===== src/rtl/wb_port_arbiter.sv =====
// rtl/wb_port_arbiter.sv - register-file write port arbiter between pipeline writeback and a 2-entry MDU result FIFO
module wb_port_arbiter #(
    parameter int REG_WIDTH    = 32,
    parameter int ADDR_WIDTH   = 5,
    parameter int STARVE_LIMIT = 4
) (
    input  logic                     clk,
    input  logic                     reset_n,
    input  logic                     pipe_wb_valid,
    input  logic [ADDR_WIDTH-1:0]    pipe_wb_rd,
    input  logic [REG_WIDTH-1:0]     pipe_wb_data,
    output logic                     pipe_stall,
    input  logic                     mdu_valid,
    input  logic [ADDR_WIDTH-1:0]    mdu_rd,
    input  logic [REG_WIDTH-1:0]     mdu_data,
    output logic                     mdu_ready,
    output logic                     rf_we,
    output logic [ADDR_WIDTH-1:0]    rf_waddr,
    output logic [REG_WIDTH-1:0]     rf_wdata,
    output logic [2**ADDR_WIDTH-1:0] pending_mask
);

    localparam logic [3:0] STARVE_MAX = 4'(STARVE_LIMIT - 1);

    logic [ADDR_WIDTH-1:0] fifo_rd   [2];
    logic [REG_WIDTH-1:0]  fifo_data [2];
    logic                  wr_ptr;
    logic                  rd_ptr;
    logic [1:0]            count;
    logic [3:0]            starve_cnt;

    logic                  head_valid;
    logic                  push;
    logic                  fifo_grant;
    logic [ADDR_WIDTH-1:0] head_rd;
    logic [REG_WIDTH-1:0]  head_data;

    assign head_valid = (count != 2'd0);
    assign mdu_ready  = (count != 2'd2);
    assign push       = mdu_valid & mdu_ready;
    assign fifo_grant = head_valid & (~pipe_wb_valid | (starve_cnt == STARVE_MAX));
    assign pipe_stall = pipe_wb_valid & fifo_grant;
    assign head_rd    = fifo_rd[rd_ptr];
    assign head_data  = fifo_data[rd_ptr];

    // An entry is live when the FIFO is full, or when it is the single entry at the head.
    always_comb begin
        pending_mask = '0;
        for (int i = 0; i < 2; i++) begin
            if (((count == 2'd2) || ((count == 2'd1) && (rd_ptr == 1'(i)))) &&
                (fifo_rd[i] != '0)) begin
                pending_mask[fifo_rd[i]] = 1'b1;
            end
        end
    end

    always_ff @(posedge clk) begin
        if (push) begin
            fifo_rd[wr_ptr]   <= mdu_rd;
            fifo_data[wr_ptr] <= mdu_data;
        end
    end

    always_ff @(posedge clk or negedge reset_n) begin
        if (!reset_n) begin
            wr_ptr     <= 1'b0;
            rd_ptr     <= 1'b0;
            count      <= 2'd0;
            starve_cnt <= 4'd0;
            rf_we      <= 1'b0;
            rf_waddr   <= '0;
            rf_wdata   <= '0;
        end else begin
            if (push) begin
                wr_ptr <= ~wr_ptr;
            end
            if (fifo_grant) begin
                rd_ptr <= ~rd_ptr;
            end
            case ({push, fifo_grant})
                2'b10:   count <= count + 2'd1;
                2'b01:   count <= count - 2'd1;
                default: count <= count;
            endcase

            // Reaching this else branch implies both sources competed and the pipeline won.
            if (fifo_grant || !head_valid) begin
                starve_cnt <= 4'd0;
            end else begin
                starve_cnt <= starve_cnt + 4'd1;
            end

            if (fifo_grant) begin
                rf_we    <= (head_rd != '0);
                rf_waddr <= head_rd;
                rf_wdata <= head_data;
            end else if (pipe_wb_valid) begin
                rf_we    <= (pipe_wb_rd != '0);
                rf_waddr <= pipe_wb_rd;
                rf_wdata <= pipe_wb_data;
            end else begin
                rf_we <= 1'b0;
            end
        end
    end

endmodule


===== config.mk =====
export PLATFORM = sky130hd
export DESIGN_NAME = wb_port_arbiter
export DESIGN_NICKNAME = d
export VERILOG_FILES = /design/src/rtl/wb_port_arbiter.sv
export SDC_FILE = /design/constraint.sdc
export NUM_CORES = 1
export LEC_CHECK = 0
export ABC_AREA = 1
export CAP_MARGIN = 20
export CORE_MARGIN = 4
export CORE_UTILIZATION = 40
export CTS_BUF_LIST = sky130_fd_sc_hd__clkbuf_4 sky130_fd_sc_hd__clkbuf_8
export CTS_CLUSTER_DIAMETER = 80
export CTS_CLUSTER_SIZE = 20
export DETAILED_ROUTE_END_ITERATION = 7
export DONT_BUFFER_PORTS = 1
export GPL_TIMING_DRIVEN = 0
export SYNTH_ARGS = -nofsm -noshare
export SYNTH_HDL_FRONTEND = slang
export SYNTH_SLANG_ARGS = --single-unit

===== constraint.sdc =====
create_clock -name clk -period 6.4 [get_ports clk]
set_input_delay 1.28 -clock clk [delete_from_list [all_inputs] [get_ports clk]]
set_output_delay 1.28 -clock clk [all_outputs]
set_load 0.02 [all_outputs]

# After elaboration in Yosys (flattened, before gate mapping)

Memories as Yosys holds them, arrays and structs flattened.
Cells that the tools add are included.

$add $sub $neg: 3
Multipliers: 0
Divide/modulo/power cells: 0
Magnitude comparators: 4
Eq/ne operators: 6
Shift operators: 0
Multiplexer cells: 16
Bitwise logic cells: 8
Reduce and logical (&&, ||, !) cells: 17

Operators by type and width:

| operator                                                                      | count |
|---|---|
| 32-bit two-way mux                                                            | 4 |
| 32-bit OR                                                                     | 1 |
| 5-bit nonzero test                                                            | 4 |
| 5-bit by 6-bit less-than comparator with 1-bit output (second input constant) | 2 |
| 1-bit demux with 5-bit select                                                 | 2 |
| 5-bit by 1-bit >= comparator with 1-bit output (second input constant)        | 2 |
| 5-bit two-way mux                                                             | 2 |
| 1-bit logical AND                                                             | 6 |
| 1-bit two-way mux                                                             | 6 |
| 2-bit nonzero test                                                            | 3 |
| 4-bit by 1-bit adder with 4-bit output (second input constant)                | 1 |
| 2-bit by 1-bit equality test with 1-bit output (second input constant)        | 2 |
| 2-bit equality test (second input constant)                                   | 2 |
| 4-bit by 2-bit equality test with 1-bit output (second input constant)        | 1 |
| 4-bit two-way mux                                                             | 1 |
| 2-bit case mux with 2 select lines                                            | 1 |
| 1-bit bitwise AND                                                             | 3 |
| 1-bit logical OR                                                              | 3 |
| 1-bit inverter                                                                | 3 |
| 2-bit by 1-bit adder with 2-bit output (second input constant)                | 1 |
| 2-bit != test (second input constant)                                         | 1 |
| 2-bit by 1-bit subtractor with 2-bit output (second input constant)           | 1 |
| 1-bit logical NOT                                                             | 1 |
| 1-bit OR                                                                      | 1 |

Flip-flop bits (word level): 46
Latch bits: 0
Memory bits (writable): 74
ROM bits: 0
Output and inout bits: 72
Logic and storage cells: 63
Memories: 2

Memory list:

| name      | depth | bits a word | rd ports | clocked after memory_dff | write ports | RTL line | RTL |
|---|---|---|---|---|---|---|---|
| fifo_data | 2     | 32          | 1        | 0                        | 1           | 26       | `logic [REG_WIDTH-1:0] fifo_data [2];` |
| fifo_rd   | 2     | 5           | 3        | 0                        | 1           | 25       | `logic [ADDR_WIDTH-1:0] fifo_rd [2];` |

# Longest topological paths before layout

Gate-level depths: netlist of the first run.

Depth in word-level cells: 7
Gate-level depth with buffers: 9
Gate-level depth less buffers: 8

# Worst setup path before layout of the first run

No wires, ideal clock.

Path kind: input to register
From: input mdu_valid
To: memory fifo_data[0][0] (enable)
Arrival time: 2.967 ns
Data required time: 5.969 ns
Path slack: 3.002 ns
Cell stages on the path: 2
Buffers on the path: 0
Cells stage by stage: nand2_1 nor2_1

Cells in the longest elaborated chain, start to end: 3

Ends and longest elaborated chain:

| element                                 | RTL line | RTL |
|---|---|---|
| from (decl)                             | 13       | `input logic mdu_valid,` |
| 1-bit bitwise AND                       | 40       | `assign push = mdu_valid & mdu_ready;` |
| 1-bit two-way mux                       | 58       | `if (push) begin` |
| 1-bit two-way mux (not written as such) | 60       | `fifo_data[wr_ptr] <= mdu_data;` |
| to (decl)                               | 26       |  |

No other way between the ends.

==> summary by stage, run 1 <==
Status
The run finished with clean final reports.

CTS
CTS built an H-tree with a depth of 4. The clock sink count is 120. TritonCTS created 17 clock buffers. The root buffer cell chosen for the clock tree is sky130_fd_sc_hd__clkbuf_8. The number of hold buffers added after CTS is 0. The number of setup buffers added after CTS is 0. Post-CTS repair changed the size of 0 cells. Clock latency on the worst-skew pair, taken at its later pin, is ~0.43 ns. The TritonCTS clock tree is done.

After clock tree synthesis, the clock-pin slew on the worst setup and hold paths is 0.07 ns. The maximum buffer depth of the clock tree is 2.

Synthesis
The register area share after synthesis is 55.55%. After synthesis, the cell types taking the most area are sky130_fd_sc_hd__edfxtp_1 (37%), sky130_fd_sc_hd__dfrtp_1 (19%), sky130_fd_sc_hd__nand2_1 (16%). The number of warnings printed during yosys synthesis is 0.

The area of the mapped netlist is approximately 0.006 mm^2. The cell type with the highest aggregate area in the netlist is sky130_fd_sc_hd__edfxtp_1. The number of flip-flops and latches in the synthesized netlist is between 100 and 150.

The unique cell type count in the Yosys netlist is 27. Synthesis produced 725 cells. The mean post-synth cell area is 8.375 um^2. Summed over its instances, the top area cell type makes up 36.60% of the synthesized netlist area. Counting every net in the synthesized netlist gives 808.

Routing
The per-cell routed wire length is 17.34 um. The detailed-routing iteration count for the pre-antenna-repair pass is 4. The detailed-route via count is around 4,700.

In the routed layout, each cell is associated on average with a via count of 5.000. The final routed DRC violation total is 0. The total length of routed wires is 16.35 mm. The count of nets left with antenna violations once routing finished came out at 0. The number of DRC markers after the initial detailed-route iteration is 323.

Floorplanning
After floorplanning, the core was divided into 44 placement rows. The die outline height is 131.2 um. The initial utilization of the core area, before any placement, comes to about two fifths. The core box area is 0.01470 mm^2. The I/O pin total is 150.

The chip width is 131.2 um. The floorplan die area is 0.01721 mm^2.

Timing
The setup-violating endpoint count in the final report is 0. Setup repair after global routing left no endpoint under its margin. The post-layout minimum cycle time is 3.480 ns. The relative slew slack is 46.15%. The final number of max-transition violations is 0. At the pin with the least slew margin, the transition time is 0.8010 ns. Setup total negative slack on the finished layout was measured at 0 ns.

The maximum clock rate is 287.4 MHz. The share of the cycle needed by the critical path after routing is between 50 and 60%. The clock skew after layout is 0.01009 ns. The total count of hold-check failures in the final report is 0. The post-route worst hold slack is between 0.4 and 0.5 ns.

Critical path
The launch point of the worst reg-to-reg path is count[0]. In this run the worst path has a maximum fanout of 8. The worst setup path is launched from a flip-flop. The worst setup path endpoint is pending_mask[19]. The classification of the worst setup path is flip-flop to primary output. The worst reg2reg path depth is 6. The arrival time of the worst setup path is 2.20 ns.

For flop-to-flop paths, the worst setup slack is 4.07 ns. The type of destination of the critical path is a primary output. In this run the critical register-to-register path is captured at fifo_data[1][25].

The launching element of the worst setup path is fifo_rd[1][2]. The required time reported for the critical path endpoint is roughly 5.1 ns.

Cells and area
The sequential cells in the finished layout cover a total of about 0.0034 mm^2. Summing all multi-input logic gate instances after layout gives 0.002041 mm^2. The fraction of final layout cells sized beyond drive strength 1 is 10.14%. The number of fill cells is 1,424.

The repair_antennas step left the layout with diodes totalling 0. For this run, the post-layout net count is 829. The area added between synthesis and finish is 12.28%.

Hold path
The path class of the tightest hold or removal check is flip-flop to flip-flop. The number of cells on the worst hold path is 1.

Job
The number of maximum-capacitance constraint violations is 0.

Pwr
The power per cell area is 481.7 mW/mm^2. The analysis attributes to cell leakage a power of 3.330 nW. The largest vdd supply drop is 0.0002933 V.

Global route
The largest net degree at the start of global routing is 47. The overall track demand over capacity in global routing is 19.23%. For this run the aggregate overflow at the end of global routing stands at 0. The first-pass GRT wire length is 25.92 mm. The via count of the first global-routing pass is 4,598. The initial antenna violation count is 0.

Place
Buffers placed on the I/O ports in this run total 0. The estimated wirelength of the detail-placed design is 12.06 mm. The congestion estimate from routability-driven global placement came to 0.8636.
registers in the layout, summed over array words and instances (netlist names):
register,flops
rf_wdata,32
rf_we,1
rd_ptr,1
fifo_rd,10
starve_cnt,4
count,2
fifo_data,64
rf_waddr,5
wr_ptr,1
layout by cell type (no fill, tap or decap), types with 2 or more instances in the layout:
cell type	n
sky130_fd_sc_hd__buf_12	2
sky130_fd_sc_hd__buf_2	17
sky130_fd_sc_hd__buf_4	9
sky130_fd_sc_hd__buf_6	3
sky130_fd_sc_hd__bufinv_16	5
sky130_fd_sc_hd__clkbuf_1	3
sky130_fd_sc_hd__clkbuf_8	19
sky130_fd_sc_hd__clkinv_1	2
sky130_fd_sc_hd__clkinv_2	3
sky130_fd_sc_hd__clkinv_4	2
sky130_fd_sc_hd__dfrtp_1	46
sky130_fd_sc_hd__edfxtp_1	74
sky130_fd_sc_hd__ha_1	5
sky130_fd_sc_hd__inv_1	119
sky130_fd_sc_hd__inv_2	6
sky130_fd_sc_hd__nand2_1	264
sky130_fd_sc_hd__nand2_2	2
sky130_fd_sc_hd__nand3_1	93
sky130_fd_sc_hd__nand4_1	15
sky130_fd_sc_hd__nor2_1	15
sky130_fd_sc_hd__nor2_4	3
sky130_fd_sc_hd__nor3_1	11
sky130_fd_sc_hd__o21ai_0	19
sky130_fd_sc_hd__o21ai_1	3
sky130_fd_sc_hd__o21ai_4	2
sky130_fd_sc_hd__o31ai_1	5
sky130_fd_sc_hd__xnor2_1	3
sky130_fd_sc_hd__xor2_1	3
critical path, stage by stage, from the launching register on:
cell and delay (ns):
sky130_fd_sc_hd__edfxtp_1 0.35, sky130_fd_sc_hd__buf_4 0.17, sky130_fd_sc_hd__nor3_1 0.58, sky130_fd_sc_hd__nand2_1 0.11
sky130_fd_sc_hd__o21ai_0 0.57
logic make-up after synthesis:
logic type	share of synthesized area (%)
AO/OA/AOI/OAI	3.235
XOR/XNOR	0.8656
adder cells (fa/ha/maj)	1.030
buffers and inverters	11.09
flip-flops	55.55
other	0.06176
AND/OR/NAND/NOR	28.17
Yosys cell counts, drive strengths merged:
library cell / n
o31ai: 5
nand3: 94
nor3: 11
edfxtp: 74
conb: 1
clkbuf: 3
inv: 126
a21oi: 1
nor2: 18
buf: 29
ha: 5
nand4: 15
nand2: 266
xnor2: 3
dfrtp: 46
o21ai: 24
xor2: 3
nand3b: 1
stage by stage:
step	total power, mW	setup slack (ns)	instances	utilization, %	instance area [um^2]
after floorplan	2.180	3.002	725	-	6072
after detailed placement	2.527	3.130	911	43.25	6357
after global routing	3.523	2.757	943	46.38	6818
after global placement	2.481	1.851	909	42.88	6302
after CTS	3.324	2.883	943	46.38	6818
final	3.284	2.920	943	46.38	6818
power breakdown:
group / internal (mW) / total [mW] / switching [mW]
registers: 1.09 / 1.39 / 0.297
logic: 0.339 / 1.11 / 0.767
clock network: 0.482 / 0.788 / 0.306
area by class of cell:
type                    instances  share of cell area (%)
plain buffers                  32                   2.900
clock buffers                  19                   3.836
clock inverters                13                   2.918
inverters                     126                   6.974
multi-input cells             447                   29.93
flip-flops and latches        120                   49.48
well taps                     184                   3.377
repair buffers                  2                  0.5873
layer usage:
| metal | global-route usage [%] | wire length, um |
|---|---|---|
| met1 | 24.34 | 7151 |
| met2 | 31.05 | 7638 |
| met3 | 7.378 | 1389 |
| met4 | 5.368 | 174 |
| met5 | 0 | 0 |
how the worst min path moves through the flow:
stage,from,end,slack (ns)
global placement,starve_cnt[0],starve_cnt[0],0.45
floorplan,starve_cnt[0],starve_cnt[0],0.43
detailed placement,starve_cnt[0],starve_cnt[0],0.47
global route,starve_cnt[0],starve_cnt[0],0.49
finish,starve_cnt[0],starve_cnt[0],0.47
CTS,starve_cnt[0],starve_cnt[0],0.48
Note: power is estimated with default switching activity, not from simulation.
==> inputs of run 2 (changes only) <==
--- a/config.mk
+++ b/config.mk
@@ -5,7 +5,7 @@
 export SDC_FILE = /design/constraint.sdc
 export NUM_CORES = 1
 export LEC_CHECK = 0
-export ABC_AREA = 1
+export ABC_AREA = 0
 export CAP_MARGIN = 20
 export CORE_MARGIN = 4
 export CORE_UTILIZATION = 40
==> constraint.sdc (replaced) <==
create_clock -name clk -period 2.9 [get_ports clk]
set_input_delay 0.58 -clock clk [delete_from_list [all_inputs] [get_ports clk]]
set_output_delay 0.58 -clock clk [all_outputs]
set_load 0.02 [all_outputs]
==> summary by stage, run 2 <==
Critical path
The dominant delay contributor by cell family on the critical path is compound AO/OA/AOI/OAI gates (was simple AND/OR/NAND/NOR gates). The type of destination of the critical path is a primary output (unchanged). By instance count, the cell type seen most on the critical path is sky130_fd_sc_hd__inv_1. The required time reported for the critical path endpoint was 2.32 ns (was 5.12 ns).

The standard cell with the maximum stage delay on the critical path is sky130_fd_sc_hd__o22ai_1 (was sky130_fd_sc_hd__nor3_1). Ordered cell list for the critical path: inv_1 > ha_1 > inv_1 > nand2_2 > nand3b_1 > o22ai_1 (was buf_4 > nor3_1 > nand2_1 > o21ai_0). The launching element of the worst setup path is count[0] (was fifo_rd[1][2]).

The arrival time of the worst setup path is 2.29 ns (was 2.20 ns). The classification of the worst setup path was flip-flop to primary output (unchanged). The sum of buffers and inverters on the critical path is 2 (was 1). The kind of start point of the critical path is a flip-flop (unchanged).

The launch point of the worst reg-to-reg path is count[0] (unchanged). The top fanout value on the critical path came to 8 (unchanged). The delay contributed by the slowest stage of the critical path is 0.55 ns (was 0.58 ns).

CTS
The maximum buffer depth of the clock tree is 2 (unchanged). The worst-skew pair later-pin latency is 0.44 ns (was 0.43 ns). The H-tree depth reported by CTS is 4 (unchanged).

The clock buffer count from CTS is 17 (unchanged). The clock sink count is 120 (unchanged). The clock transition at the register clock pins on the worst setup and hold paths after CTS is 0.07 ns (about the same). The root cell of the clock tree is sky130_fd_sc_hd__clkbuf_8 (unchanged). The TritonCTS clock tree is done (unchanged).

Routing
The total length of routed wires is 15.36 mm (was 16.35 mm). The average vias per placed instance is 5.917 (was 5.000). The detailed-routing iteration count for the pre-antenna-repair pass is 5 (was 4). The per-cell routed wire length is 22.75 um (was 17.34 um). The detailed-route via count is 3,994 (was 4,715).

The final routed DRC violation total is 0 (unchanged). The number of DRC markers after the initial detailed-route iteration is 271 (was 323). The post-route antenna net violation count is 0 (unchanged).

Cells and area
The area added between synthesis and finish is 13.07% (was 12.28%). The number of flip-flops under the largest register name is 64 (unchanged). The post-route standard cell area excluding fillers is 0.006472 mm^2 (was 0.006818 mm^2). The register with the most flip-flops is fifo_data (unchanged). The final non-filler cell total is 675 (was 943). Top library cells by usage in the layout, fill and taps aside: sky130_fd_sc_hd__nor3_1 (74), sky130_fd_sc_hd__edfxtp_1 (74), sky130_fd_sc_hd__o22ai_1 (55), sky130_fd_sc_hd__dfrtp_1 (46), sky130_fd_sc_hd__and2_1 (34) (was sky130_fd_sc_hd__nand2_1 (264), sky130_fd_sc_hd__inv_1 (119), sky130_fd_sc_hd__nand3_1 (93), sky130_fd_sc_hd__edfxtp_1 (74), sky130_fd_sc_hd__dfrtp_1 (46)). The sequential standard cell area is 0.003373 mm^2 (unchanged). Largest registers in the final layout: fifo_data (64), rf_wdata (32), fifo_rd (10) (unchanged).

The number of fill cells is 1,253 (was 1,424). The combined area of the multi-input logic cells is 0.002198 mm^2 (was 0.002041 mm^2). The fraction of final layout cells sized beyond drive strength 1 came to 21.21% (was 10.14%). The number of nets in the finished design came to 565 (was 829). The antenna diode count is 0 (unchanged).

Floorplanning
The die outline height came to 127.6 um (was 131.2 um). The floorplan die area is 0.01629 mm^2 (was 0.01721 mm^2). The core box area came to 0.01393 mm^2 (was 0.01470 mm^2). The count of standard-cell rows is 43 (was 44).

The initial standard-cell utilization of the core is 41.08% (was 41.31%). The I/O pin total came to 150 (unchanged). The chip width is 127.6 um (was 131.2 um).

Pwr
The share of power burned in registers is 44.5% (was 42.3%). The total power is 6.892 mW (was 3.284 mW). The switching power total was 2.860 mW (was 1.370 mW). The static power due to leakage is 2.118 nW (was 3.330 nW). The power per cell area was 1065 mW/mm^2 (was 481.7 mW/mm^2). The combinational share of power came to 34.7% (was 33.7%). The internal power contribution is 4.032 mW (was 1.914 mW). The fraction of power spent switching nets is 41.50% (was 41.71%).

The relative contribution of the clock network to total power is 20.8% (was 24.0%). The largest vdd supply drop was 0.0007519 V (was 0.0002933 V).

Synthesis
The cell type with the highest aggregate area in the netlist is sky130_fd_sc_hd__edfxtp_1 (unchanged). Synth top area cells: sky130_fd_sc_hd__edfxtp_1 (39%), sky130_fd_sc_hd__dfrtp_1 (20%), sky130_fd_sc_hd__o22ai_1 (7.0%) (was sky130_fd_sc_hd__edfxtp_1 (37%), sky130_fd_sc_hd__dfrtp_1 (19%), sky130_fd_sc_hd__nand2_1 (16%)). The number of flip-flops and latches in the synthesized netlist is 120 (unchanged).

The complex-gate fraction of the synthesized area is 18.58% (was 3.235%). The main combinational cell family by area after synthesis is compound AO/OA/AOI/OAI gates (was simple AND/OR/NAND/NOR gates). The simple logic cell fraction of the synthesized area came to 15.39% (was 28.17%). The portion of synthesized cell area occupied by the leading cell type came to 38.82% (was 36.60%). The number of enable-type register cells in the synthesized netlist was 74 (unchanged). The mean post-synth cell area is 12.47 um^2 (was 8.375 um^2).

The share of flip-flops with an asynchronous set or reset after synthesis is 38.33% (unchanged). The synthesized-area fraction occupied by xor and xnor cells was 0.9180% (was 0.8654%). The synthesized instance count is 459 (was 725). The post-synth net total came to 542 (was 808).

The unique cell type count in the Yosys netlist is 40 (was 27). Most frequent cells after synthesis: sky130_fd_sc_hd__edfxtp_1 (74), sky130_fd_sc_hd__nor3_1 (74), sky130_fd_sc_hd__o22ai_1 (64) (was sky130_fd_sc_hd__nand2_1 (264), sky130_fd_sc_hd__inv_1 (119), sky130_fd_sc_hd__nand3_1 (93)). The register area share after synthesis is 58.93% (was 55.55%). The adder-cell share of the synthesized area is 1.093% (was 1.030%). The number of warnings printed during yosys synthesis is 0 (unchanged). The multiplexer fraction of the synthesized cell area is 1.049% (was 0%). The prevailing post-synth register cell was sky130_fd_sc_hd__edfxtp_1 (unchanged). The area of the mapped netlist is 0.005724 mm^2 (was 0.006072 mm^2).

Global route
The first-pass GRT wire length was 23.38 mm (was 25.92 mm). The leftover overflow at the end of global routing is 0 (unchanged). The initial antenna violation count was 0 (unchanged). The largest net degree at the start of global routing is 47 (unchanged). The overall track demand over capacity in global routing is 18.95% (was 19.23%). The via count of the first global-routing pass is 4,097 (was 4,598).

Place
The post-place setup slack is 0.4241 ns (was 3.130 ns). The last weighted congestion value of the routability-driven placer came to 0.7832 (was 0.8636). The number of cells in the design after placement is 641 (was 911).

The post-placement cell area is 0.005998 mm^2 (was 0.006357 mm^2). The count of buffers inserted at the top-level ports is 0 (unchanged). The estimated wirelength of the detail-placed design came to 10.78 mm (was 12.06 mm).

Timing
The pin slew with the least headroom to its limit was 0.7049 ns (was 0.8010 ns). The setup-violating endpoint count in the final report is 0 (unchanged). After layout, the minimum clock period comes to 2.868 ns. The final number of max-transition violations was 0 (unchanged). Unrepaired setup endpoints after global routing: yes (was no). Of the available clock period, the critical path in the final layout requires 98.90%. The total count of hold-check failures in the final report is 0 (unchanged). The slack of the critical path is 0.03197 ns (was 2.920 ns).

The post-route worst hold slack is 0.2288 ns (was 0.4734 ns). The relative slew slack is 53.01% (was 46.15%). Static timing analysis puts the maximum clock frequency at 348.7 MHz. The clock skew after layout is 0.005808 ns (was 0.01009 ns).

Hold path
The path type of the worst min-delay path is primary input to flip-flop (was flip-flop to flip-flop). The origin of the worst min-delay path is mdu_data[12] (was starve_cnt[0]).

Status
Outcome: finished clean (unchanged).

Job
The number of maximum-capacitance constraint violations is 0 (unchanged).
[run 2: cell types whose count changed in the layout (fill, tap and decap cells not counted), sizes merged, moves of 15 or more]
| cell | delta |
|---|---|
| and2 | +34 |
| a2111oi | +34 |
| o22ai | +64 |
| inv | -122 |
| o21ai | -16 |
| nand3 | -87 |
| nand2 | -251 |
| nor3 | +63 |
| nand4 | -15 |
[run 2: cell type report]
cell class | count | share of cell area [%]
inverters | 5 | 0.2900
plain buffers | 40 | 3.228
clock buffers | 20 | 4.060
well taps | 180 | 3.480
repair buffers | 4 | 1.199
clock inverters | 12 | 1.662
multi-input cells | 294 | 33.96
flip-flops and latches | 120 | 52.12
[run 2: final timing paths]
kind | to | cells past startpoint | slack (ns)
hold / removal | fifo_data[0][12] | 0 | 0.23
setup reg to reg | fifo_data[0][30] | 6 | 0.68
max in group asynchronous | rf_wdata[23] | 2 | 1.97
setup / recovery | pending_mask[14] | 6 | 0.03
hold reg to reg | starve_cnt[0] | 1 | 0.50
min in group asynchronous | rf_wdata[12] | 2 | 0.69
[run 2: metrics by stage]
step	util, %	setup TNS [ns]
3_3_place_gp	42.71	-7.855
2_1_floorplan	-	0
4_1_cts	45.99	0
5_1_grt	46.45	-1.200
6_report	46.45	0
3_5_place_dp	43.05	0
[run 2: power by group through the flow]
stage	Sequential, mW	Combinational, mW	Clock (mW)
2_1_floorplan	3.00	1.78	0
3_3_place_gp	3.10	2.26	0
3_5_place_dp	3.11	2.37	0
4_1_cts	3.08	2.39	1.48
5_1_grt	3.13	2.64	1.57
6_report	3.06	2.39	1.43
[run 2: cells by family (layout without fill, tap and decap cells)]
group,after synthesis,count (layout)
AO/OA/AOI/OAI,114,114
XOR/XNOR,6,6
adder cells (fa/ha/maj),5,5
buffers and inverters,45,81
flip-flops,120,120
multiplexers,6,6
other,1,1
AND/OR/NAND/NOR,162,162
[run 2: timing repair]
| item | in CTS | in global routing |
|---|---|---|
| endpoints found under the setup margin | 1 | 16 |
| buffers inserted | 0 | 0 |
| gates resized for setup | 1 | 10 |
| hold endpoints to repair | 46 | 0 |
| pin swaps | 0 | 0 |
| hold buffers | 2 | 0 |
[run 2: layer usage]
metal  vias to the layer above  global-route usage [%]  wire (um)
met5                         -                       0          0
met4                         0                   6.367        210
met3                        21                   7.441       1393
met2                       175                   29.61       7434
met1                      1957                   24.20       6318
li1                       1841                       -          -
==> inputs of run 3 (changes only) <==
--- a/config.mk
+++ b/config.mk
@@ -8,7 +8,7 @@
 export ABC_AREA = 0
 export CAP_MARGIN = 20
 export CORE_MARGIN = 4
-export CORE_UTILIZATION = 40
+export CORE_UTILIZATION = 45
 export CTS_BUF_LIST = sky130_fd_sc_hd__clkbuf_4 sky130_fd_sc_hd__clkbuf_8
 export CTS_CLUSTER_DIAMETER = 80
 export CTS_CLUSTER_SIZE = 20
==> constraint.sdc (replaced) <==
create_clock -name clk -period 3.4 [get_ports clk]
set_input_delay 0.68 -clock clk [delete_from_list [all_inputs] [get_ports clk]]
set_output_delay 0.68 -clock clk [all_outputs]
set_load 0.02 [all_outputs]
==> summary by stage, run 3 (synthesis gave the netlist of run 2 again) <==
Status
Outcome: finished clean (unchanged).

Critical path
The worst-case register-to-register setup slack is 1.12 ns (was 0.68 ns). The arrival time of the worst setup path is 2.33 ns (was 2.29 ns). The endpoint of the most critical register-to-register path is fifo_data[0][0] (was fifo_data[0][30]).

The launch point of the worst reg-to-reg path was count[0] (unchanged). The required time reported for the critical path endpoint came to 2.72 ns (was 2.32 ns). The delay contributed by the slowest stage of the critical path is 0.71 ns (was 0.55 ns). The sum of buffers and inverters on the critical path is 2 (unchanged). The dominant delay contributor by cell family on the critical path is compound AO/OA/AOI/OAI gates (unchanged).

The classification of the worst setup path is flip-flop to primary output (unchanged). The launching element of the worst setup path is count[0] (unchanged). The cell with the most instances on the worst path was sky130_fd_sc_hd__inv_1 (unchanged). The standard cell with the maximum stage delay on the critical path was sky130_fd_sc_hd__o32ai_1 (was sky130_fd_sc_hd__o22ai_1). The type of destination of the critical path was a primary output (unchanged).

The top fanout value on the critical path is 8 (unchanged). The worst reg2reg path depth came to 6 (unchanged). The kind of start point of the critical path is a flip-flop (unchanged). Ordered cell list for the critical path: inv_1 > ha_1 > inv_1 > nand2_2 > nand2_1 > o32ai_1 (was inv_1 > ha_1 > inv_1 > nand2_2 > nand3b_1 > o22ai_1).

Cells and area
Top library cells by usage in the layout, fill and taps aside: sky130_fd_sc_hd__nor3_1 (74), sky130_fd_sc_hd__edfxtp_1 (74), sky130_fd_sc_hd__o22ai_1 (64), sky130_fd_sc_hd__dfrtp_1 (46), sky130_fd_sc_hd__and2_1 (34) (was sky130_fd_sc_hd__nor3_1 (74), sky130_fd_sc_hd__edfxtp_1 (74), sky130_fd_sc_hd__o22ai_1 (55), sky130_fd_sc_hd__dfrtp_1 (46), sky130_fd_sc_hd__and2_1 (34)). The number of nets in the finished design came to 564 (was 565). The area added between synthesis and finish is 11.98% (was 13.07%). The fraction of final layout cells sized beyond drive strength 1 came to 19.84% (was 21.21%). The number of flip-flops under the largest register name is 64 (unchanged). Largest registers in the final layout: fifo_data (64), rf_wdata (32), fifo_rd (10) (unchanged). The antenna diode count came to 0 (unchanged). The post-route core utilization is 52.49% (was 46.45%). The final non-filler cell total is 662 (was 675). The register with the most flip-flops was fifo_data (unchanged).

CTS
The maximum buffer depth of the clock tree is 2 (unchanged). The number of buffers added for setup after CTS came to 0 (unchanged). The root cell of the clock tree is sky130_fd_sc_hd__clkbuf_8 (unchanged). The clock buffer count from CTS came to 17 (unchanged). The worst-skew pair later-pin latency came to 0.43 ns (was 0.44 ns). The H-tree depth reported by CTS is 4 (unchanged). The count of cells resized by post-cts repair is 0 (was 1). The clock sink count is 120 (unchanged).

The TritonCTS clock tree is done (unchanged). The clock transition at the register clock pins on the worst setup and hold paths after CTS came to 0.07 ns (about the same).

Routing
The per-cell routed wire length was 22.61 um (was 22.75 um). The total length of routed wires was 14.97 mm (was 15.36 mm). The average vias per placed instance is 6.056 (was 5.917). The post-route antenna net violation count is 0 (unchanged). The detailed-routing iteration count for the pre-antenna-repair pass is 5 (unchanged).

The final routed DRC violation total was 0 (unchanged). The detailed-route via count was 4,009 (was 3,994). The number of DRC markers after the initial detailed-route iteration is 400 (was 271).

Floorplanning
The count of standard-cell rows is 40 (was 43). The die outline height is 120.8 um (was 127.6 um). The I/O pin total is 150 (unchanged). The chip width is 120.8 um (was 127.6 um).

The initial standard-cell utilization of the core is 46.88% (was 41.08%). The core box area is 0.01221 mm^2 (was 0.01393 mm^2). The floorplan die area was 0.01459 mm^2 (was 0.01629 mm^2).

Global route
The largest net degree at the start of global routing is 47 (unchanged). The leftover overflow at the end of global routing was 0 (unchanged). The via count of the first global-routing pass was 3,989 (was 4,097). The overall track demand over capacity in global routing is 20.76% (was 18.95%). The initial antenna violation count is 0 (unchanged). The first-pass GRT wire length is 22.76 mm (was 23.38 mm).

Pwr
The switching power total is 2.416 mW (was 2.860 mW). The relative contribution of the clock network to total power is 20.9% (was 20.8%). The share of power burned in registers is 44.7% (was 44.5%).

The power per cell area was 914.7 mW/mm^2 (was 1065 mW/mm^2). The combinational share of power was 34.4% (was 34.7%). The static power due to leakage is 2.114 nW (was 2.118 nW). The fraction of power spent switching nets is 41.21% (was 41.50%). The largest vdd supply drop was 0.0007804 V (was 0.0007519 V).

The internal power contribution is 3.447 mW (was 4.032 mW).

Timing
The pin slew with the least headroom to its limit is 0.8268 ns (was 0.7049 ns). The share of the cycle needed by the critical path after routing is approximately 90%. For this run, the top clock speed supported by timing is roughly 330 MHz. The relative slew slack was 44.71% (was 53.01%).

The clock skew after layout is 0.01030 ns (was 0.005808 ns). Unrepaired setup endpoints after global routing: no (was yes). The final number of max-transition violations is 0 (unchanged). The setup-violating endpoint count in the final report is 0 (unchanged). The total count of hold-check failures in the final report is 0 (unchanged).

The post-layout minimum cycle time is between 3 and 4 ns.

Job
The number of maximum-capacitance constraint violations was 0 (unchanged).

Place
The estimated wirelength of the detail-placed design is 10.57 mm (was 10.78 mm). The count of buffers inserted at the top-level ports was 0 (unchanged). The last weighted congestion value of the routability-driven placer is 0.8132 (was 0.7832). The number of cells in the design after placement came to 629 (was 641).

Hold path
The path type of the worst min-delay path is primary input to asynchronous set/reset pin (was primary input to flip-flop).
==> run 3: layout make-up <==
cell class              count  area [um^2]
repair buffers              3        82.58
flip-flops and latches    120         3373
plain buffers              40        209.0
multi-input cells         294         2132
fillers                  1098         5802
clock inverters             8        72.57
well taps                 168        210.2
inverters                   5        18.77
clock buffers              24        311.5
==> run 3: layer usage <==
layer | global-route usage [%] | wire [um] | up-vias | part of all wire (%)
li1 | - | - | 1835 | -
met1 | 27.43 | 6275 | 1968 | 42
met2 | 30.60 | 6850 | 189 | 46
met3 | 9.869 | 1603 | 17 | 11
met4 | 5.878 | 239 | 0 | 1.6
met5 | 0 | 0 | - | 0
==> run 3: power by group through the flow <==
stage / logic, mW / registers [mW] / clock network (mW)
3_3_place_gp: 1.93 / 2.65 / 0
6_report: 2.02 / 2.62 / 1.23
5_1_grt: 2.24 / 2.67 / 1.34
2_1_floorplan: 1.51 / 2.56 / 0
4_1_cts: 2.05 / 2.62 / 1.25
3_5_place_dp: 2.04 / 2.65 / 0
==> run 3: worst max path at each step <==
stage | slack (ns) | end | cells past startpoint
finish | 0.39 | pending_mask[10] | 6
global route | 0.24 | pipe_stall | 6
CTS | 0.37 | pipe_stall | 6
detailed placement | 0.84 | pipe_stall | 6
global placement | -0.83 | fifo_data[0][2] | 5
floorplan | 0.42 | fifo_data[0][0] | 5
==> run 3: per-stage QoR <==
| stage | hold WS, ns | cell area, um^2 | power [mW] | TNS (ns) | setup slack, ns |
|---|---|---|---|---|---|
| 2_1_floorplan | 0.3844 | 5724 | 4.073 | 0 | 0.4207 |
| 3_3_place_gp | 0.3856 | 5934 | 4.580 | -30.69 | -0.8327 |
| 3_5_place_dp | 0.3857 | 5998 | 4.689 | 0 | 0.8422 |
| 4_1_cts | 0.08273 | 6410 | 5.927 | 0 | 0.3676 |
| 5_1_grt | 0.07928 | 6410 | 6.249 | 0 | 0.2415 |
| 6_report | 0.09673 | 6410 | 5.863 | 0 | 0.3851 |
==> run 3: what timing repair did <==
action / CTS / global route
endpoints found under the setup margin: 0 / 0
hold buffers: 1 / 0
endpoints found under the hold margin: 46 / 0
